--- src/rtl/multi_edge_debouncer_pkg.sv ---
// multi_edge_debouncer_pkg: edge-mode codes, board polarity defaults and edge qualification helper
package multi_edge_debouncer_pkg;
    localparam int EDGE_RISING  = 0;
    localparam int EDGE_FALLING = 1;
    localparam int EDGE_BOTH    = 2;
    typedef enum logic {BOARD_20K, BOARD_9K} board_e;
    function automatic bit active_low_for(board_e board);
        return board == BOARD_9K;
    endfunction
    function automatic logic edge_qualifies(int mode, logic rising);
        return rising ? (mode != EDGE_FALLING) : (mode != EDGE_RISING);
    endfunction
endpackage

--- src/rtl/multi_edge_debouncer_if.sv ---
// multi_edge_debouncer_if: pin-side inputs and debounced outputs of all channels
interface multi_edge_debouncer_if #(parameter int N_CH = 4);
    logic [N_CH-1:0] sig_in;
    logic [N_CH-1:0] pend_clr;
    logic [N_CH-1:0] pulse;
    logic [N_CH-1:0] level;
    logic [N_CH-1:0] pending;
    modport master(output sig_in, pend_clr, input pulse, level, pending);
    modport slave(input sig_in, pend_clr, output pulse, level, pending);
endinterface

--- src/rtl/multi_edge_debouncer_ch.sv ---
// edge_debounce_ch: one channel of synchroniser, debounce counter, level, edge pulse and sticky pending
module edge_debounce_ch
    import multi_edge_debouncer_pkg::*;
#(
    parameter int DEBOUNCE_CYCLES = 270000,
    parameter bit ACTIVE_LOW      = 1'b0,
    parameter int EDGE_MODE       = EDGE_RISING
) (
    input  logic clk,
    input  logic reset,
    input  logic sig_in,
    input  logic pend_clr,
    output logic pulse,
    output logic level,
    output logic pending
);
    localparam int CNT_W = $clog2(DEBOUNCE_CYCLES + 1);
    localparam logic [CNT_W-1:0] CNT_LAST = CNT_W'(DEBOUNCE_CYCLES - 1);
    logic s1_q, s1_d, s2_q, s2_d;
    logic level_q, level_d, pulse_q, pulse_d, pending_q, pending_d;
    logic [CNT_W-1:0] count_q, count_d;
    logic term;
    always_comb begin
        s1_d      = ACTIVE_LOW ? ~sig_in : sig_in;
        s2_d      = s1_q;
        term      = (s2_q != level_q) && (count_q == CNT_LAST);
        count_d   = (s2_q == level_q || term) ? '0 : count_q + 1'b1;
        level_d   = term ? s2_q : level_q;
        pulse_d   = term && edge_qualifies(EDGE_MODE, s2_q);
        // a set on the same cycle as a clear wins so no event is lost
        pending_d = pulse_d | (pending_q & ~pend_clr);
    end
    always_ff @(posedge clk) begin
        if (reset) begin
            s1_q      <= 1'b0;
            s2_q      <= 1'b0;
            level_q   <= 1'b0;
            pulse_q   <= 1'b0;
            pending_q <= 1'b0;
            count_q   <= '0;
        end else begin
            s1_q      <= s1_d;
            s2_q      <= s2_d;
            level_q   <= level_d;
            pulse_q   <= pulse_d;
            pending_q <= pending_d;
            count_q   <= count_d;
        end
    end
    assign pulse   = pulse_q;
    assign level   = level_q;
    assign pending = pending_q;
endmodule

--- src/rtl/multi_edge_debouncer.sv ---
// multi_edge_debouncer: N independent debounced edge-detect channels
module multi_edge_debouncer
    import multi_edge_debouncer_pkg::*;
#(
    parameter int N_CH            = 4,
    parameter int DEBOUNCE_CYCLES = 270000,
    parameter bit ACTIVE_LOW      = active_low_for(BOARD_20K),
    parameter int EDGE_MODE       = EDGE_RISING
) (
    input logic clk,
    input logic reset,
    multi_edge_debouncer_if.slave bus
);
    for (genvar i = 0; i < N_CH; i++) begin : g_ch
        edge_debounce_ch #(
            .DEBOUNCE_CYCLES(DEBOUNCE_CYCLES),
            .ACTIVE_LOW     (ACTIVE_LOW),
            .EDGE_MODE      (EDGE_MODE)
        ) u_ch (
            .clk     (clk),
            .reset   (reset),
            .sig_in  (bus.sig_in[i]),
            .pend_clr(bus.pend_clr[i]),
            .pulse   (bus.pulse[i]),
            .level   (bus.level[i]),
            .pending (bus.pending[i])
        );
    end
endmodule
--- src/flat_wrapper.sv ---
// flat-port wrapper written by rule: the top's interface ports become plain ports
module multi_edge_debouncer_flat import multi_edge_debouncer_pkg::*;
#(
    parameter int N_CH            = 4,
    parameter int DEBOUNCE_CYCLES = 270000,
    parameter bit ACTIVE_LOW      = active_low_for(BOARD_20K),
    parameter int EDGE_MODE       = EDGE_RISING
)
  (clk, reset, bus_sig_in, bus_pend_clr, bus_pulse, bus_level, bus_pending);
  multi_edge_debouncer_if #(.N_CH(N_CH)) bus_i ();
  input logic clk;
  input logic reset;
  input wire logic [$bits(bus_i.sig_in)-1:0] bus_sig_in;
  input wire logic [$bits(bus_i.pend_clr)-1:0] bus_pend_clr;
  output wire logic [$bits(bus_i.pulse)-1:0] bus_pulse;
  output wire logic [$bits(bus_i.level)-1:0] bus_level;
  output wire logic [$bits(bus_i.pending)-1:0] bus_pending;
  assign bus_i.sig_in = bus_sig_in;
  assign bus_i.pend_clr = bus_pend_clr;
  assign bus_pulse = bus_i.pulse;
  assign bus_level = bus_i.level;
  assign bus_pending = bus_i.pending;
  multi_edge_debouncer #(.N_CH(N_CH), .DEBOUNCE_CYCLES(DEBOUNCE_CYCLES), .ACTIVE_LOW(ACTIVE_LOW), .EDGE_MODE(EDGE_MODE)) u_core (.clk(clk), .reset(reset), .bus(bus_i));
endmodule
--- config.mk ---
export PLATFORM = sky130hd
export DESIGN_NAME = multi_edge_debouncer_flat
export DESIGN_NICKNAME = d
export VERILOG_FILES = /design/src/rtl/multi_edge_debouncer_pkg.sv /design/src/rtl/multi_edge_debouncer_if.sv /design/src/rtl/multi_edge_debouncer_ch.sv /design/src/rtl/multi_edge_debouncer.sv /design/src/flat_wrapper.sv
export SDC_FILE = /design/constraint.sdc
export NUM_CORES = 1
export LEC_CHECK = 0
export ABC_AREA = 1
export BUFFER_PORTS_ARGS = -buffer_cell sky130_fd_sc_hd__buf_2
export CORE_UTILIZATION = 40
export CTS_BUF_LIST = sky130_fd_sc_hd__clkbuf_4 sky130_fd_sc_hd__clkbuf_8
export CTS_CLUSTER_DIAMETER = 150
export CTS_CLUSTER_SIZE = 10
export DETAILED_ROUTE_END_ITERATION = 7
export GPL_TIMING_DRIVEN = 0
export HOLD_SLACK_MARGIN = 0.1
export PLACE_DENSITY = 0.68
export SLEW_MARGIN = 5
export SYNTH_ARGS = -nofsm -noshare
export SYNTH_HDL_FRONTEND = slang
export SYNTH_SLANG_ARGS = --single-unit
export TNS_END_PERCENT = 5
--- constraint.sdc ---
create_clock -name clk -period 1.72 [get_ports clk]
set_input_delay 0.516 -clock clk [delete_from_list [all_inputs] [get_ports clk]]
set_output_delay 0.516 -clock clk [all_outputs]
set_load 0.01 [all_outputs]
==> flow_summary.html, run 1 <==
<table>
<tr><th>Metric</th><th>Value</th></tr>
<tr><th colspan="2">Routing</th></tr>
<tr><td>DRC</td><td>0</td></tr>
<tr><td>Post-DR wirelength/cell</td><td>10.7 microns</td></tr>
<tr><td>Pre-antenna DRT Iters</td><td>5</td></tr>
<tr><td>Post-DRT Antenna Nets</td><td>0</td></tr>
<tr><td>Vias per Instance</td><td>4.63</td></tr>
<tr><td>Detailed Route Iter0 Violations</td><td>147</td></tr>
<tr><td>Final wirelength</td><td>9.39 mm</td></tr>
<tr><td>Number of vias in the routed layout</td><td>4059</td></tr>
<tr><th colspan="2">Synth</th></tr>
<tr><td>Most frequent cell after synthesis</td><td>sky130_fd_sc_hd__nand2_1</td></tr>
<tr><td>Area share of the largest cell type after synthesis</td><td>0.411</td></tr>
<tr><td>Number of warnings printed during yosys synthesis</td><td>0</td></tr>
<tr><td>Compound-cell area share of the yosys netlist</td><td>0.0532</td></tr>
<tr><td>Share of flip-flops with an asynchronous set or reset after synthesis</td><td>0</td></tr>
<tr><td>Register area share after synthesis</td><td>0.411</td></tr>
<tr><td>Net count after synthesis</td><td>710</td></tr>
<tr><td>Ranking of synthesized cells by area</td><td>sky130_fd_sc_hd__dfxtp_1 (41%), sky130_fd_sc_hd__nand2_1 (15%), sky130_fd_sc_hd__nor2_1 (13%), sky130_fd_sc_hd__inv_1 (5.9%), sky130_fd_sc_hd__nand3_1 (4.2%)</td></tr>
<tr><td>Most used DFF post-synth</td><td>sky130_fd_sc_hd__dfxtp_1</td></tr>
<tr><td>Synthesized-area fraction occupied by adder cells</td><td>0.0107</td></tr>
<tr><td>Dominant combinational cell family by area after synthesis</td><td>simple AND/OR/NAND/NOR gates</td></tr>
<tr><td>Synthesized instance count</td><td>696</td></tr>
<tr><td>Number of synthesized flops with an enable pin</td><td>0</td></tr>
<tr><td>Most common library cells after synthesis</td><td>sky130_fd_sc_hd__nand2_1 (186), sky130_fd_sc_hd__nor2_1 (159), sky130_fd_sc_hd__dfxtp_1 (96)</td></tr>
<tr><td>Synth area leader</td><td>sky130_fd_sc_hd__dfxtp_1</td></tr>
<tr><td>Xor-xnor portion of the synthesized cell area</td><td>0.0524</td></tr>
<tr><td>Syn Area/Cell</td><td>6.72 sq um</td></tr>
<tr><td>Summed instance area of the synthesized netlist</td><td>4680 sq um</td></tr>
<tr><td>Multiplexer area fraction after synthesis</td><td>0</td></tr>
<tr><td>Flip-flop and latch count after synthesis</td><td>96</td></tr>
<tr><td>Number of unique standard cell types used by synthesis</td><td>28</td></tr>
<tr><td>Post-synthesis share of cell area spent on and, or, nand and nor gates</td><td>0.385</td></tr>
<tr><th colspan="2">GRT</th></tr>
<tr><td>Highest-utilization routing layer at the global route stage</td><td>met2</td></tr>
<tr><td>Largest net degree at the start of global routing</td><td>16</td></tr>
<tr><td>Number of antenna violations at the first check in global routing</td><td>1</td></tr>
<tr><td>Global-route wire length before repair</td><td>16.4 mm</td></tr>
<tr><td>Number of global-route vias before repair</td><td>3755</td></tr>
<tr><td>Total congestion overflow</td><td>0</td></tr>
<tr><td>M3 GR Usage</td><td>0.0558</td></tr>
<tr><td>Grt met2 use</td><td>0.283</td></tr>
<tr><td>Met1 capacity usage during global routing</td><td>0.224</td></tr>
<tr><td>Tot GR Track Use</td><td>0.174</td></tr>
<tr><th colspan="2">Critical path</th></tr>
<tr><td>Setup crit start kind</td><td>flop</td></tr>
<tr><td>WP data arrival</td><td>1.86 ns</td></tr>
<tr><td>Required time of the critical path</td><td>1.99 ns</td></tr>
<tr><td>Crit. End Element</td><td>flop</td></tr>
<tr><td>Internal reg-to-reg setup slack</td><td>0.13 ns</td></tr>
<tr><td>Worst-path maximum fanout</td><td>10</td></tr>
<tr><td>Reg2reg path depth</td><td>7</td></tr>
<tr><td>End of the worst register-to-register path</td><td>u_core.g_ch[2].u_ch.count_q[3]</td></tr>
<tr><td>Worst reg2reg startpoint</td><td>u_core.g_ch[2].u_ch.count_q[0]</td></tr>
<tr><td>Critical path class</td><td>reg -&gt; reg</td></tr>
<tr><th colspan="2">Timing</th></tr>
<tr><td>Setup-failing EPs final</td><td>0</td></tr>
<tr><td>Number of hold-slack violations in the final timing report</td><td>0</td></tr>
<tr><td>Max_slew headroom</td><td>0.725</td></tr>
<tr><td>RSZ-0062 raised after global routing</td><td>true</td></tr>
<tr><td>Final-report max-slew violation count</td><td>0</td></tr>
<tr><td>Slew @ Worst Pin</td><td>0.409 ns</td></tr>
<tr><td>Clock tree skew after final layout</td><td>0.0128 ns</td></tr>
<tr><td>Post-route fraction of the period consumed by the critical path</td><td>0.926</td></tr>
<tr><td>Max Clk Rate</td><td>0.628 GHz</td></tr>
<tr><td>Time the worst path needs with I/O delays and setup</td><td>1.59 ns</td></tr>
<tr><td>Final total negative setup slack</td><td>0 ns</td></tr>
<tr><th colspan="2">Cells and area</th></tr>
<tr><td>Register Area</td><td>1930 sq um</td></tr>
<tr><td>Ant diodes</td><td>0</td></tr>
<tr><td>Utilization after layout</td><td>0.459</td></tr>
<tr><td>Layout cell share with drive strength beyond 1</td><td>0.109</td></tr>
<tr><td>Post-route insts no fill</td><td>876</td></tr>
<tr><td>Filler instances</td><td>1255</td></tr>
<tr><td>Net count reported at finish</td><td>742</td></tr>
<tr><td>Signed area change from the synthesized netlist to the final layout</td><td>12.1%</td></tr>
<tr><td>Multi-input combinational cell area</td><td>2410 sq um</td></tr>
<tr><th colspan="2">Floorplanning</th></tr>
<tr><td>Initial core utilization</td><td>0.410</td></tr>
<tr><td>Core Footprint</td><td>11400 sq um</td></tr>
<tr><td>Floorplan die width</td><td>110 microns</td></tr>
<tr><td>Count of standard-cell rows</td><td>39</td></tr>
<tr><td>Die area</td><td>12100 sq um</td></tr>
<tr><td>Die extent in y</td><td>110 microns</td></tr>
<tr><td>Top-level I/O count</td><td>22</td></tr>
<tr><th colspan="2">Clocking</th></tr>
<tr><td>Max H-tree Level</td><td>3</td></tr>
<tr><td>Latest clock arrival within the worst-skew pair</td><td>0.37 ns</td></tr>
<tr><td>CTS Root Buffer Type</td><td>sky130_fd_sc_hd__clkbuf_8</td></tr>
<tr><td>Number of buffers created by CTS</td><td>9</td></tr>
<tr><td>CTS tree</td><td>done</td></tr>
<tr><td>Total setup buffers inserted after CTS</td><td>0</td></tr>
<tr><td>Cts hold-fix bufs</td><td>0</td></tr>
<tr><td>Post-CTS clock slew at the launch and capture registers of the worst setup and hold paths</td><td>0.09 ns</td></tr>
<tr><td>Longest Clk Path Bufs</td><td>2</td></tr>
<tr><td>Sink Count</td><td>96</td></tr>
<tr><th colspan="2">Hold path</th></tr>
<tr><td>Startpoint of the worst hold path</td><td>bus_pend_clr[0]</td></tr>
<tr><td>Endpoint of the worst hold-timing path</td><td>u_core.g_ch[0].u_ch.pending</td></tr>
<tr><td>Worst hold path cell count</td><td>2</td></tr>
<tr><td>Class of the tightest hold or removal check</td><td>in -&gt; reg</td></tr>
<tr><th colspan="2">Flow run</th></tr>
<tr><td>Max-capacitance violation count</td><td>0</td></tr>
<tr><th colspan="2">Placed design</th></tr>
<tr><td>HPWL after detailed placement</td><td>7.02 mm</td></tr>
<tr><td>Port Buf Inserts</td><td>21</td></tr>
<tr><td>Placer's final routability congestion estimate</td><td>0.845</td></tr>
<tr><td>Number of cells in the design after placement</td><td>860</td></tr>
<tr><th colspan="2">Power and ir drop</th></tr>
<tr><td>Post-layout power</td><td>3.93 mW</td></tr>
<tr><td>Maximum vdd drop</td><td>0.485 mV</td></tr>
<tr><td>Power Dens Cells</td><td>750 nW/um^2</td></tr>
<tr><td>Pleak</td><td>1.88 nW</td></tr>
<tr><th colspan="2">Status</th></tr>
<tr><td>Run status</td><td>completed</td></tr>
</table>
[metrics by stage]
stage,setup WS [ns],cell area [sq um],hold slack [ns]
floorplan,0.245,4680,0.388
global placement,-0.149,4960,0.389
detailed placement,-0.158,4960,0.394
CTS,0.0152,5200,0.328
global route,-0.0180,5240,0.316
finish,0.127,5240,0.343
[how the worst max path moves through the flow]
| stage | start | endpoint |
|---|---|---|
| after floorplan | u_core.g_ch[0].u_ch.count_q[0] | u_core.g_ch[0].u_ch.count_q[10] |
| after global placement | reset | u_core.g_ch[1].u_ch.count_q[11] |
| after detailed placement | reset | u_core.g_ch[1].u_ch.count_q[11] |
| after CTS | u_core.g_ch[3].u_ch.count_q[0] | u_core.g_ch[3].u_ch.count_q[12] |
| after global routing | u_core.g_ch[2].u_ch.count_q[0] | u_core.g_ch[2].u_ch.count_q[6] |
| final | u_core.g_ch[2].u_ch.count_q[0] | u_core.g_ch[2].u_ch.count_q[3] |
[cells in the final DEF, fill, tap and decap left out, drive strengths merged]
cell type and n:
o22ai 3, o21bai 2, nand3 41, a21oi 34
nand2 190, clkbuf 11, xor2 18, o21ai 9
dfxtp 96, bufinv 2, or2 9, nor3b 1
xnor2 10, nand3b 11, ha 4, nor3 5
nor2 163, clkinv 5, inv 73, nand4 9
buf 37
[registers in the layout (all words and copies together), names as in the netlist]
name,flops
u_core.g_ch.u_ch.count_q,76
u_core.g_ch.u_ch.level,4
u_core.g_ch.u_ch.pending,4
u_core.g_ch.u_ch.pulse,4
u_core.g_ch.u_ch.s1_q,4
u_core.g_ch.u_ch.s2_q,4
[worst max-delay path, cell delays in order (launching register included)]
cell	delay [ns]
sky130_fd_sc_hd__dfxtp_1	0.42
sky130_fd_sc_hd__ha_1	0.22
sky130_fd_sc_hd__nand3_1	0.15
sky130_fd_sc_hd__inv_1	0.16
sky130_fd_sc_hd__nand3_2	0.15
sky130_fd_sc_hd__nand3_4	0.13
sky130_fd_sc_hd__buf_4	0.21
sky130_fd_sc_hd__nor2_1	0.06
[power breakdown]
part	switching, mW	internal (mW)
Sequential	0.00901	2.23
Combinational	0.0421	0.0229
Clock	0.796	0.831
[area by class of cell]
type                            instances  share of cell area
Multi-Input combinational cell        509               0.459
Sequential cell                        96               0.367
Inverter                               74              0.0530
Tap cell                              143              0.0341
Clock buffer                           10              0.0251
Buffer                                 17              0.0251
Timing Repair Buffer                   21              0.0200
Clock inverter                          6              0.0160
[per-layer routing]
metal	routed length (microns)	part of all wire
met1	4600	0.49
met2	4330	0.46
met3	357	0.038
met4	87	0.0093
met5	15	0.0016
[timing repair]
item	4_1_cts	5_1_grt
gates cloned	0	0
pin swaps	0	0
resized for setup	5	11
endpoints found under the setup margin	30	56
[logic make-up (layout without fill, tap and decap cells)]
logic type / after synthesis / after routing
xor+xnor: 28 / 28
buf+inv: 91 / 128
compound gates: 48 / 48
fa+ha+maj: 4 / 4
flops: 96 / 96
simple gates: 429 / 429
Note: power is estimated with default switching activity, not from simulation.
==> inputs of run 2 (changes only) <==
--- a/config.mk
+++ b/config.mk
@@ -7,6 +7,7 @@
 export LEC_CHECK = 0
 export ABC_AREA = 1
 export BUFFER_PORTS_ARGS = -buffer_cell sky130_fd_sc_hd__buf_2
+export CORE_MARGIN = 3
 export CORE_UTILIZATION = 40
 export CTS_BUF_LIST = sky130_fd_sc_hd__clkbuf_4 sky130_fd_sc_hd__clkbuf_8
 export CTS_CLUSTER_DIAMETER = 150
@@ -18,5 +19,6 @@
 export SLEW_MARGIN = 5
 export SYNTH_ARGS = -nofsm -noshare
 export SYNTH_HDL_FRONTEND = slang
+export SYNTH_HIERARCHICAL = 1
 export SYNTH_SLANG_ARGS = --single-unit
 export TNS_END_PERCENT = 5
==> run 2 against run 1 <==
  * Largest cell class unchanged
  * Worst hold slack improved by 0.0047 ns
  * Register-to-register slack improved by 0.09 ns
  * First-iteration DRC count increased by 50%
==> flow_summary.html, run 2 <==
<table>
<tr><th>Metric</th><th>Value</th></tr>
<tr><th colspan="2">Clocking</th></tr>
<tr><td>Longest Clk Path Bufs</td><td>2</td></tr>
<tr><td>Max H-tree Level</td><td>3</td></tr>
<tr><td>Total setup buffers inserted after CTS</td><td>0</td></tr>
<tr><td>Latest clock arrival within the worst-skew pair</td><td>0.37 ns</td></tr>
<tr><td>Post-CTS sizing</td><td>0</td></tr>
<tr><td>Number of buffers created by CTS</td><td>9</td></tr>
<tr><td>Cts hold-fix bufs</td><td>0</td></tr>
<tr><td>Post-CTS clock slew at the launch and capture registers of the worst setup and hold paths</td><td>0.09 ns</td></tr>
<tr><td>CTS Root Buffer Type</td><td>sky130_fd_sc_hd__clkbuf_8</td></tr>
<tr><td>Sink Count</td><td>96</td></tr>
<tr><td>CTS tree</td><td>done</td></tr>
<tr><th colspan="2">Routing</th></tr>
<tr><td>Final wirelength</td><td>9.13 mm</td></tr>
<tr><td>Post-DRT Antenna Nets</td><td>0</td></tr>
<tr><td>DRC</td><td>0</td></tr>
<tr><td>Post-DR wirelength/cell</td><td>10.7 microns</td></tr>
<tr><td>Number of vias in the routed layout</td><td>4059</td></tr>
<tr><td>Vias per Instance</td><td>4.74</td></tr>
<tr><td>Wl on met1</td><td>4.37 mm</td></tr>
<tr><td>Met3 wire len</td><td>298 microns</td></tr>
<tr><td>Detailed Route Iter0 Violations</td><td>220</td></tr>
<tr><td>Top layer reached by signal wires</td><td>met4</td></tr>
<tr><td>Total met2 wirelength after detailed routing</td><td>4.28 mm</td></tr>
<tr><td>Pre-antenna DRT Iters</td><td>5</td></tr>
<tr><th colspan="2">Cells and area</th></tr>
<tr><td>Post-route insts no fill</td><td>856</td></tr>
<tr><td>Post-route cell area</td><td>5330 sq um</td></tr>
<tr><td>Ant diodes</td><td>0</td></tr>
<tr><td>Max FFs per register</td><td>76</td></tr>
<tr><td>Most frequent standard cell in the layout excluding fill and tap cells</td><td>sky130_fd_sc_hd__nand2_1</td></tr>
<tr><td>Layout cell share with drive strength beyond 1</td><td>0.136</td></tr>
<tr><td>Register Area</td><td>1920 sq um</td></tr>
<tr><td>Most used cells in the layout excluding fill and tap cells</td><td>sky130_fd_sc_hd__nand2_1 (164), sky130_fd_sc_hd__nor2_1 (132), sky130_fd_sc_hd__dfxtp_1 (96), sky130_fd_sc_hd__inv_1 (92), sky130_fd_sc_hd__a21oi_1 (28)</td></tr>
<tr><td>Signed area change from the synthesized netlist to the final layout</td><td>10.9%</td></tr>
<tr><td>Multi-input combinational cell area</td><td>2490 sq um</td></tr>
<tr><td>Filler instances</td><td>1128</td></tr>
<tr><td>Largest register by flop count</td><td>u_core/g_ch.u_ch/count_q</td></tr>
<tr><td>Net count reported at finish</td><td>722</td></tr>
<tr><th colspan="2">Synth</th></tr>
<tr><td>Share of flip-flops with an asynchronous set or reset after synthesis</td><td>0</td></tr>
<tr><td>Number of warnings printed during yosys synthesis</td><td>6</td></tr>
<tr><td>Number of unique standard cell types used by synthesis</td><td>22</td></tr>
<tr><td>Summed instance area of the synthesized netlist</td><td>4800 sq um</td></tr>
<tr><td>Post-synthesis share of cell area spent on and, or, nand and nor gates</td><td>0.408</td></tr>
<tr><td>Synthesized instance count</td><td>676</td></tr>
<tr><td>Dominant combinational cell family by area after synthesis</td><td>simple AND/OR/NAND/NOR gates</td></tr>
<tr><td>Xor-xnor portion of the synthesized cell area</td><td>0.0510</td></tr>
<tr><td>Area share of the largest cell type after synthesis</td><td>0.400</td></tr>
<tr><td>Ranking of synthesized cells by area</td><td>sky130_fd_sc_hd__dfxtp_1 (40%), sky130_fd_sc_hd__nand2_1 (13%), sky130_fd_sc_hd__nor2_1 (10%), sky130_fd_sc_hd__inv_1 (7.2%), sky130_fd_sc_hd__nor2_4 (3.8%)</td></tr>
<tr><td>Synth area leader</td><td>sky130_fd_sc_hd__dfxtp_1</td></tr>
<tr><td>Most common library cells after synthesis</td><td>sky130_fd_sc_hd__nand2_1 (164), sky130_fd_sc_hd__nor2_1 (132), sky130_fd_sc_hd__dfxtp_1 (96)</td></tr>
<tr><td>Syn Area/Cell</td><td>7.11 sq um</td></tr>
<tr><td>Flip-flop and latch count after synthesis</td><td>96</td></tr>
<tr><td>Most frequent cell after synthesis</td><td>sky130_fd_sc_hd__nand2_1</td></tr>
<tr><td>Synthesized-area fraction occupied by adder cells</td><td>0.0104</td></tr>
<tr><td>Number of synthesized flops with an enable pin</td><td>0</td></tr>
<tr><td>Compound-cell area share of the yosys netlist</td><td>0.0490</td></tr>
<tr><td>Net count after synthesis</td><td>690</td></tr>
<tr><td>Most used DFF post-synth</td><td>sky130_fd_sc_hd__dfxtp_1</td></tr>
<tr><td>Multiplexer area fraction after synthesis</td><td>0</td></tr>
<tr><td>Register area share after synthesis</td><td>0.400</td></tr>
<tr><th colspan="2">GRT</th></tr>
<tr><td>Total congestion overflow</td><td>0</td></tr>
<tr><td>Number of antenna violations at the first check in global routing</td><td>0</td></tr>
<tr><td>Number of global-route vias before repair</td><td>3814</td></tr>
<tr><td>Tot GR Track Use</td><td>0.147</td></tr>
<tr><td>Largest net degree at the start of global routing</td><td>21</td></tr>
<tr><td>Global-route wire length before repair</td><td>16.1 mm</td></tr>
<tr><th colspan="2">Status</th></tr>
<tr><td>Run status</td><td>completed</td></tr>
<tr><th colspan="2">Critical path</th></tr>
<tr><td>Crit. End Element</td><td>flop</td></tr>
<tr><td>WP data arrival</td><td>1.76 ns</td></tr>
<tr><td>Dominant delay contributor by cell family on the critical path</td><td>simple AND/OR/NAND/NOR gates</td></tr>
<tr><td>Setup crit start kind</td><td>flop</td></tr>
<tr><td>Critical path class</td><td>reg -&gt; reg</td></tr>
<tr><td>Worst path cell trace</td><td>ha_1, nand3_4, nor2_4, nand3_2, nand2_4, buf_6, a21oi_1</td></tr>
<tr><td>Required time of the critical path</td><td>1.98 ns</td></tr>
<tr><td>Worst-path maximum fanout</td><td>10</td></tr>
<tr><td>Highest-delay cell along the critical path</td><td>sky130_fd_sc_hd__dfxtp_1</td></tr>
<tr><td>WP buf/inv</td><td>1</td></tr>
<tr><td>Critical Path Max Stage Delay</td><td>0.38 ns</td></tr>
<tr><th colspan="2">Floorplanning</th></tr>
<tr><td>Die extent in y</td><td>116 microns</td></tr>
<tr><td>Initial core utilization</td><td>0.415</td></tr>
<tr><td>Die area</td><td>13400 sq um</td></tr>
<tr><td>Floorplan die width</td><td>116 microns</td></tr>
<tr><td>Top-level I/O count</td><td>22</td></tr>
<tr><td>Core Footprint</td><td>11600 sq um</td></tr>
<tr><td>Count of standard-cell rows</td><td>39</td></tr>
<tr><th colspan="2">Hold path</th></tr>
<tr><td>Class of the tightest hold or removal check</td><td>in -&gt; reg</td></tr>
<tr><th colspan="2">Timing</th></tr>
<tr><td>Post-route fraction of the period consumed by the critical path</td><td>0.874</td></tr>
<tr><td>Max_slew headroom</td><td>0.616</td></tr>
<tr><td>Number of hold-slack violations in the final timing report</td><td>0</td></tr>
<tr><td>Time the worst path needs with I/O delays and setup</td><td>1.50 ns</td></tr>
<tr><td>Setup-failing EPs final</td><td>0</td></tr>
<tr><td>Final-report max-slew violation count</td><td>0</td></tr>
<tr><td>Clock tree skew after final layout</td><td>0.0119 ns</td></tr>
<tr><td>Worst hold slack across all endpoints</td><td>0.347 ns</td></tr>
<tr><td>Final total negative setup slack</td><td>0 ns</td></tr>
<tr><td>RSZ-0062 raised after global routing</td><td>false</td></tr>
<tr><td>Max Clk Rate</td><td>0.665 GHz</td></tr>
<tr><td>Slew @ Worst Pin</td><td>0.576 ns</td></tr>
<tr><td>Final worst-path setup slack</td><td>0.216 ns</td></tr>
<tr><th colspan="2">Placed design</th></tr>
<tr><td>Port Buf Inserts</td><td>21</td></tr>
<tr><td>Placer's final routability congestion estimate</td><td>0.879</td></tr>
<tr><td>Pre-CTS WS</td><td>0.118 ns</td></tr>
<tr><td>Area of placed instances</td><td>5090 sq um</td></tr>
<tr><td>HPWL after detailed placement</td><td>6.90 mm</td></tr>
<tr><td>Number of cells in the design after placement</td><td>840</td></tr>
<tr><th colspan="2">Power and ir drop</th></tr>
<tr><td>Power Dens Cells</td><td>756 nW/um^2</td></tr>
<tr><td>Maximum vdd drop</td><td>0.482 mV</td></tr>
<tr><td>Pleak</td><td>1.79 nW</td></tr>
<tr><th colspan="2">Flow run</th></tr>
<tr><td>Max-capacitance violation count</td><td>0</td></tr>
</table>
[run 2: cell types whose count changed in the layout (fill, tap and decap cells not counted), moves of 4 or more]
cell	change
sky130_fd_sc_hd__buf_4	-14
sky130_fd_sc_hd__a21oi_1	-6
sky130_fd_sc_hd__or3b_2	+4
sky130_fd_sc_hd__nor2_2	+11
sky130_fd_sc_hd__nand3_1	-11
sky130_fd_sc_hd__o21ai_2	+4
sky130_fd_sc_hd__nor2_4	+13
sky130_fd_sc_hd__nand4_1	+7
sky130_fd_sc_hd__inv_1	+19
sky130_fd_sc_hd__nor3_1	+8
sky130_fd_sc_hd__nand2_1	-22
sky130_fd_sc_hd__nor2_1	-27
[run 2: worst reg2reg max path, delay by kind of cell (launching register included)]
family / cells / cell delay (ns)
buf+inv: 1 / 0.15
fa+ha+maj: 1 / 0.25
flops: 1 / 0.38
simple gates: 4 / 0.56
compound gates: 1 / 0.05
[run 2: area by class of cell]
cell class | instances | share of cell area
buffer | 4 | 0.00845
clock buffer | 12 | 0.0310
clock inverter | 4 | 0.0141
inverter | 92 | 0.0648
multi-input combinational | 484 | 0.468
sequential | 96 | 0.361
tap | 143 | 0.0336
timing repair buffer | 21 | 0.0197
[run 2: logic make-up after synthesis]
group                    count (synthesis)
adder cells (fa/ha/maj)                  4
XOR/XNOR                                28
AO/OA/AOI/OAI                           44
buffers and inverters                   96
AND/OR/NAND/NOR                        408
flip-flops                              96
[run 2: metrics by stage]
stage	util	total power [mW]
final	0.461	4.03
after detailed placement	0.440	2.37
after CTS	0.461	4.10
after floorplan	-	2.33
after global routing	0.461	4.19
after global placement	0.440	2.36
[run 2: power by group]
part / total [mW] / leakage, nW / internal (mW) / switching [mW]
combinational: 0.0712 / 0.904 / 0.0260 / 0.0452
sequential: 2.24 / 0.775 / 2.23 / 0.00835
clock: 1.72 / 0.115 / 0.938 / 0.779
[run 2: worst paths after layout]
| path | start | end | slack [ns] | cells past startpoint |
|---|---|---|---|---|
| min | bus_sig_in[2] | u_core/g_ch[2].u_ch/s1_q | 0.35 | 3 |
| max reg2reg | u_core/g_ch[3].u_ch/count_q[0] | u_core/g_ch[3].u_ch/count_q[14] | 0.22 | 7 |
| min reg2reg | u_core/g_ch[0].u_ch/s1_q | u_core/g_ch[0].u_ch/s2_q | 0.44 | 2 |
| max | u_core/g_ch[3].u_ch/count_q[0] | u_core/g_ch[3].u_ch/count_q[14] | 0.22 | 7 |
[run 2: per-layer routing]
metal / global-route usage / up-vias
met5: 0 / -
met4: 0.0712 / 0
met3: 0.0272 / 13
met2: 0.245 / 47
met1: 0.185 / 1846
li1: - / 2153
==> inputs of run 3 (changes only) <==
--- a/config.mk
+++ b/config.mk
@@ -5,14 +5,14 @@
 export SDC_FILE = /design/constraint.sdc
 export NUM_CORES = 1
 export LEC_CHECK = 0
-export ABC_AREA = 1
 export BUFFER_PORTS_ARGS = -buffer_cell sky130_fd_sc_hd__buf_2
-export CORE_MARGIN = 3
+export CORE_MARGIN = 10
 export CORE_UTILIZATION = 40
 export CTS_BUF_LIST = sky130_fd_sc_hd__clkbuf_4 sky130_fd_sc_hd__clkbuf_8
 export CTS_CLUSTER_DIAMETER = 150
 export CTS_CLUSTER_SIZE = 10
 export DETAILED_ROUTE_END_ITERATION = 7
+export GPL_ROUTABILITY_DRIVEN = 0
 export GPL_TIMING_DRIVEN = 0
 export HOLD_SLACK_MARGIN = 0.1
 export PLACE_DENSITY = 0.68
==> run 3 against run 2 <==
  * The run now ends with setup timing left
  * Critical endpoint is now u_core/g_ch[2].u_ch/count_q[1]
  * Global-route usage down 3.2 points
  * Area after synthesis is 11% lower
  * Clock-buffer cell count unchanged
  * Largest power group unchanged
  * Wire length is 7.8% lower
==> flow_summary.html, run 3 <==
<table>
<tr><th>Metric</th><th>Value</th></tr>
<tr><th colspan="2">Timing</th></tr>
<tr><td>Time the worst path needs with I/O delays and setup</td><td>1.99 ns</td></tr>
<tr><td>RSZ-0062 raised after global routing</td><td>true</td></tr>
<tr><td>Post-route fraction of the period consumed by the critical path</td><td>1.16</td></tr>
<tr><td>Number of hold-slack violations in the final timing report</td><td>0</td></tr>
<tr><td>Slew @ Worst Pin</td><td>0.448 ns</td></tr>
<tr><td>Worst hold slack across all endpoints</td><td>0.351 ns</td></tr>
<tr><td>Final worst-path setup slack</td><td>-0.273 ns</td></tr>
<tr><td>Clock tree skew after final layout</td><td>0.0146 ns</td></tr>
<tr><td>Setup-failing EPs final</td><td>84</td></tr>
<tr><td>Final-report max-slew violation count</td><td>0</td></tr>
<tr><td>Final total negative setup slack</td><td>-16.31 ns</td></tr>
<tr><td>Max Clk Rate</td><td>0.502 GHz</td></tr>
<tr><td>Max_slew headroom</td><td>0.701</td></tr>
<tr><th colspan="2">Synth</th></tr>
<tr><td>Net count after synthesis</td><td>482</td></tr>
<tr><td>Most frequent cell after synthesis</td><td>sky130_fd_sc_hd__dfxtp_1</td></tr>
<tr><td>Share of flip-flops with an asynchronous set or reset after synthesis</td><td>0</td></tr>
<tr><td>Flip-flop and latch count after synthesis</td><td>96</td></tr>
<tr><td>Summed instance area of the synthesized netlist</td><td>4290 sq um</td></tr>
<tr><td>Synth area leader</td><td>sky130_fd_sc_hd__dfxtp_1</td></tr>
<tr><td>Area share of the largest cell type after synthesis</td><td>0.448</td></tr>
<tr><td>Number of synthesized flops with an enable pin</td><td>0</td></tr>
<tr><td>Register area share after synthesis</td><td>0.448</td></tr>
<tr><td>Most used DFF post-synth</td><td>sky130_fd_sc_hd__dfxtp_1</td></tr>
<tr><td>Synthesized instance count</td><td>468</td></tr>
<tr><td>Ranking of synthesized cells by area</td><td>sky130_fd_sc_hd__dfxtp_1 (45%), sky130_fd_sc_hd__xnor2_1 (12%), sky130_fd_sc_hd__nor2_1 (7.0%), sky130_fd_sc_hd__nand3_1 (3.7%), sky130_fd_sc_hd__nor4_1 (3.5%)</td></tr>
<tr><td>Number of warnings printed during yosys synthesis</td><td>6</td></tr>
<tr><td>Syn Area/Cell</td><td>9.16 sq um</td></tr>
<tr><td>Number of unique standard cell types used by synthesis</td><td>30</td></tr>
<tr><td>Most common library cells after synthesis</td><td>sky130_fd_sc_hd__dfxtp_1 (96), sky130_fd_sc_hd__nor2_1 (80), sky130_fd_sc_hd__xnor2_1 (60)</td></tr>
<tr><th colspan="2">Power and ir drop</th></tr>
<tr><td>Maximum vdd drop</td><td>0.354 mV</td></tr>
<tr><td>Pleak</td><td>1.46 nW</td></tr>
<tr><td>Power Dens Cells</td><td>796 nW/um^2</td></tr>
<tr><td>Post-layout power</td><td>3.92 mW</td></tr>
<tr><th colspan="2">Critical path</th></tr>
<tr><td>Required time of the critical path</td><td>1.97 ns</td></tr>
<tr><td>Critical path class</td><td>reg -&gt; reg</td></tr>
<tr><td>Setup crit start kind</td><td>flop</td></tr>
<tr><td>WP buf/inv</td><td>0</td></tr>
<tr><td>Dominant delay contributor by cell family on the critical path</td><td>simple AND/OR/NAND/NOR gates</td></tr>
<tr><td>Highest-delay cell along the critical path</td><td>sky130_fd_sc_hd__or4_4</td></tr>
<tr><td>WP data arrival</td><td>2.24 ns</td></tr>
<tr><td>Reg2reg path depth</td><td>4</td></tr>
<tr><td>Crit. End Element</td><td>flop</td></tr>
<tr><td>Worst path cell trace</td><td>or4b_1, or4_4, or2_4, and3_1</td></tr>
<tr><td>Critical Path Max Stage Delay</td><td>0.56 ns</td></tr>
<tr><td>Worst-path maximum fanout</td><td>5</td></tr>
<tr><td>CP Depth</td><td>4</td></tr>
<tr><th colspan="2">Cells and area</th></tr>
<tr><td>Filler instances</td><td>998</td></tr>
<tr><td>Layout cell share with drive strength beyond 1</td><td>0.194</td></tr>
<tr><td>Max FFs per register</td><td>76</td></tr>
<tr><td>Most frequent standard cell in the layout excluding fill and tap cells</td><td>sky130_fd_sc_hd__dfxtp_1</td></tr>
<tr><td>Most used cells in the layout excluding fill and tap cells</td><td>sky130_fd_sc_hd__dfxtp_1 (84), sky130_fd_sc_hd__nor2_1 (78), sky130_fd_sc_hd__xnor2_1 (60), sky130_fd_sc_hd__nand3_1 (32), sky130_fd_sc_hd__nor4_1 (24)</td></tr>
<tr><td>Signed area change from the synthesized netlist to the final layout</td><td>14.6%</td></tr>
<tr><td>Ant diodes</td><td>0</td></tr>
<tr><td>Utilization after layout</td><td>0.474</td></tr>
<tr><td>Post-route cell area</td><td>4920 sq um</td></tr>
<tr><td>Net count reported at finish</td><td>525</td></tr>
<tr><td>Post-route insts no fill</td><td>652</td></tr>
<tr><td>Largest register by flop count</td><td>u_core/g_ch.u_ch/count_q</td></tr>
<tr><th colspan="2">Clocking</th></tr>
<tr><td>CTS tree</td><td>done</td></tr>
<tr><td>Max H-tree Level</td><td>3</td></tr>
<tr><td>Number of buffers created by CTS</td><td>9</td></tr>
<tr><td>Latest clock arrival within the worst-skew pair</td><td>0.36 ns</td></tr>
<tr><td>Longest Clk Path Bufs</td><td>2</td></tr>
<tr><td>Cts hold-fix bufs</td><td>0</td></tr>
<tr><td>Post-CTS clock slew at the launch and capture registers of the worst setup and hold paths</td><td>0.09 ns</td></tr>
<tr><td>Sink Count</td><td>96</td></tr>
<tr><td>CTS Root Buffer Type</td><td>sky130_fd_sc_hd__clkbuf_8</td></tr>
<tr><th colspan="2">GRT</th></tr>
<tr><td>Number of antenna violations at the first check in global routing</td><td>0</td></tr>
<tr><td>Tot GR Track Use</td><td>0.116</td></tr>
<tr><td>Global-route wire length before repair</td><td>14.6 mm</td></tr>
<tr><td>Total congestion overflow</td><td>0</td></tr>
<tr><td>Number of global-route vias before repair</td><td>3202</td></tr>
<tr><td>Largest net degree at the start of global routing</td><td>17</td></tr>
<tr><th colspan="2">Placed design</th></tr>
<tr><td>Pre-CTS WS</td><td>-0.328 ns</td></tr>
<tr><td>Port Buf Inserts</td><td>20</td></tr>
<tr><td>Number of cells in the design after placement</td><td>624</td></tr>
<tr><td>Area of placed instances</td><td>4560 sq um</td></tr>
<tr><td>HPWL after detailed placement</td><td>5.90 mm</td></tr>
<tr><th colspan="2">Floorplanning</th></tr>
<tr><td>Top-level I/O count</td><td>22</td></tr>
<tr><td>Floorplan die width</td><td>124 microns</td></tr>
<tr><td>Core Footprint</td><td>10400 sq um</td></tr>
<tr><td>Die area</td><td>15300 sq um</td></tr>
<tr><td>Die extent in y</td><td>124 microns</td></tr>
<tr><td>Count of standard-cell rows</td><td>37</td></tr>
<tr><td>Initial core utilization</td><td>0.414</td></tr>
<tr><th colspan="2">Routing</th></tr>
<tr><td>Vias per Instance</td><td>5.19</td></tr>
<tr><td>Detailed Route Iter0 Violations</td><td>252</td></tr>
<tr><td>Final wirelength</td><td>8.42 mm</td></tr>
<tr><td>Pre-antenna DRT Iters</td><td>5</td></tr>
<tr><td>Post-DRT Antenna Nets</td><td>0</td></tr>
<tr><td>Number of vias in the routed layout</td><td>3383</td></tr>
<tr><td>Post-DR wirelength/cell</td><td>12.9 microns</td></tr>
<tr><td>DRC</td><td>0</td></tr>
<tr><th colspan="2">Hold path</th></tr>
<tr><td>Class of the tightest hold or removal check</td><td>in -&gt; reg</td></tr>
<tr><td>Worst hold path cell count</td><td>2</td></tr>
<tr><th colspan="2">Status</th></tr>
<tr><td>Run status</td><td>complete, but fails checks</td></tr>
<tr><td>Violations in the final reports</td><td>setup timing</td></tr>
<tr><th colspan="2">Flow run</th></tr>
<tr><td>Max-capacitance violation count</td><td>0</td></tr>
</table>
-- run 3: layer usage --
metal / up-vias / track usage / part of all wire
met3: 9 / 0.0278 / 0.038
met5: - / 0 / 0
met2: 58 / 0.189 / 0.47
met1: 1596 / 0.145 / 0.48
met4: 0 / 0.0415 / 0.012
li1: 1720 / - / -
-- run 3: final cells by class --
cell class	instances	area, sq um	area share
Inverter	16	60.1	0.0122
Timing Repair Buffer	32	190	0.0387
Buffer	8	60.1	0.0122
Clock buffer	12	165	0.0336
Tap cell	136	170	0.0346
Clock inverter	4	56.3	0.0115
Multi-Input combinational cell	348	2280	0.463
Sequential cell	96	1940	0.394
-- run 3: path summary, 6_finish.rpt --
check / from / to / slack [ns]
setup reg to reg: u_core/g_ch[2].u_ch/count_q[14] / u_core/g_ch[2].u_ch/count_q[1] / -0.27
setup / recovery: u_core/g_ch[2].u_ch/count_q[14] / u_core/g_ch[2].u_ch/count_q[1] / -0.27
hold reg to reg: u_core/g_ch[1].u_ch/s1_q / u_core/g_ch[1].u_ch/s2_q / 0.44
hold / removal: bus_pend_clr[1] / u_core/g_ch[1].u_ch/pending / 0.35
-- run 3: where the power goes --
group | switching (mW) | total [mW] | internal [mW]
sequential | 0.00802 | 2.24 | 2.23
combinational | 0.0414 | 0.0793 | 0.0379
clock | 0.789 | 1.60 | 0.808
-- run 3: repair_timing --
action,in CTS,in global routing
cloned,1,1
resized for setup,13,9
setup endpoints to repair,84,84
pin swaps,33,7
buffers inserted,8,2
-- run 3: kinds of logic after synthesis --
| kind of cell | count (synthesis) | synth area share |
|---|---|---|
| compound gates | 28 | 0.0467 |
| simple gates | 252 | 0.338 |
| fa+ha+maj | 4 | 0.0117 |
| flops | 96 | 0.448 |
| xor+xnor | 64 | 0.131 |
| buf+inv | 24 | 0.0245 |
-- run 3: worst reg2reg max path, cell delays in order, from the launching register on --
cell                      delay (ns)
sky130_fd_sc_hd__dfxtp_2        0.34
sky130_fd_sc_hd__or4b_1         0.51
sky130_fd_sc_hd__or4_4          0.56
sky130_fd_sc_hd__or2_4          0.28
sky130_fd_sc_hd__and3_1         0.19
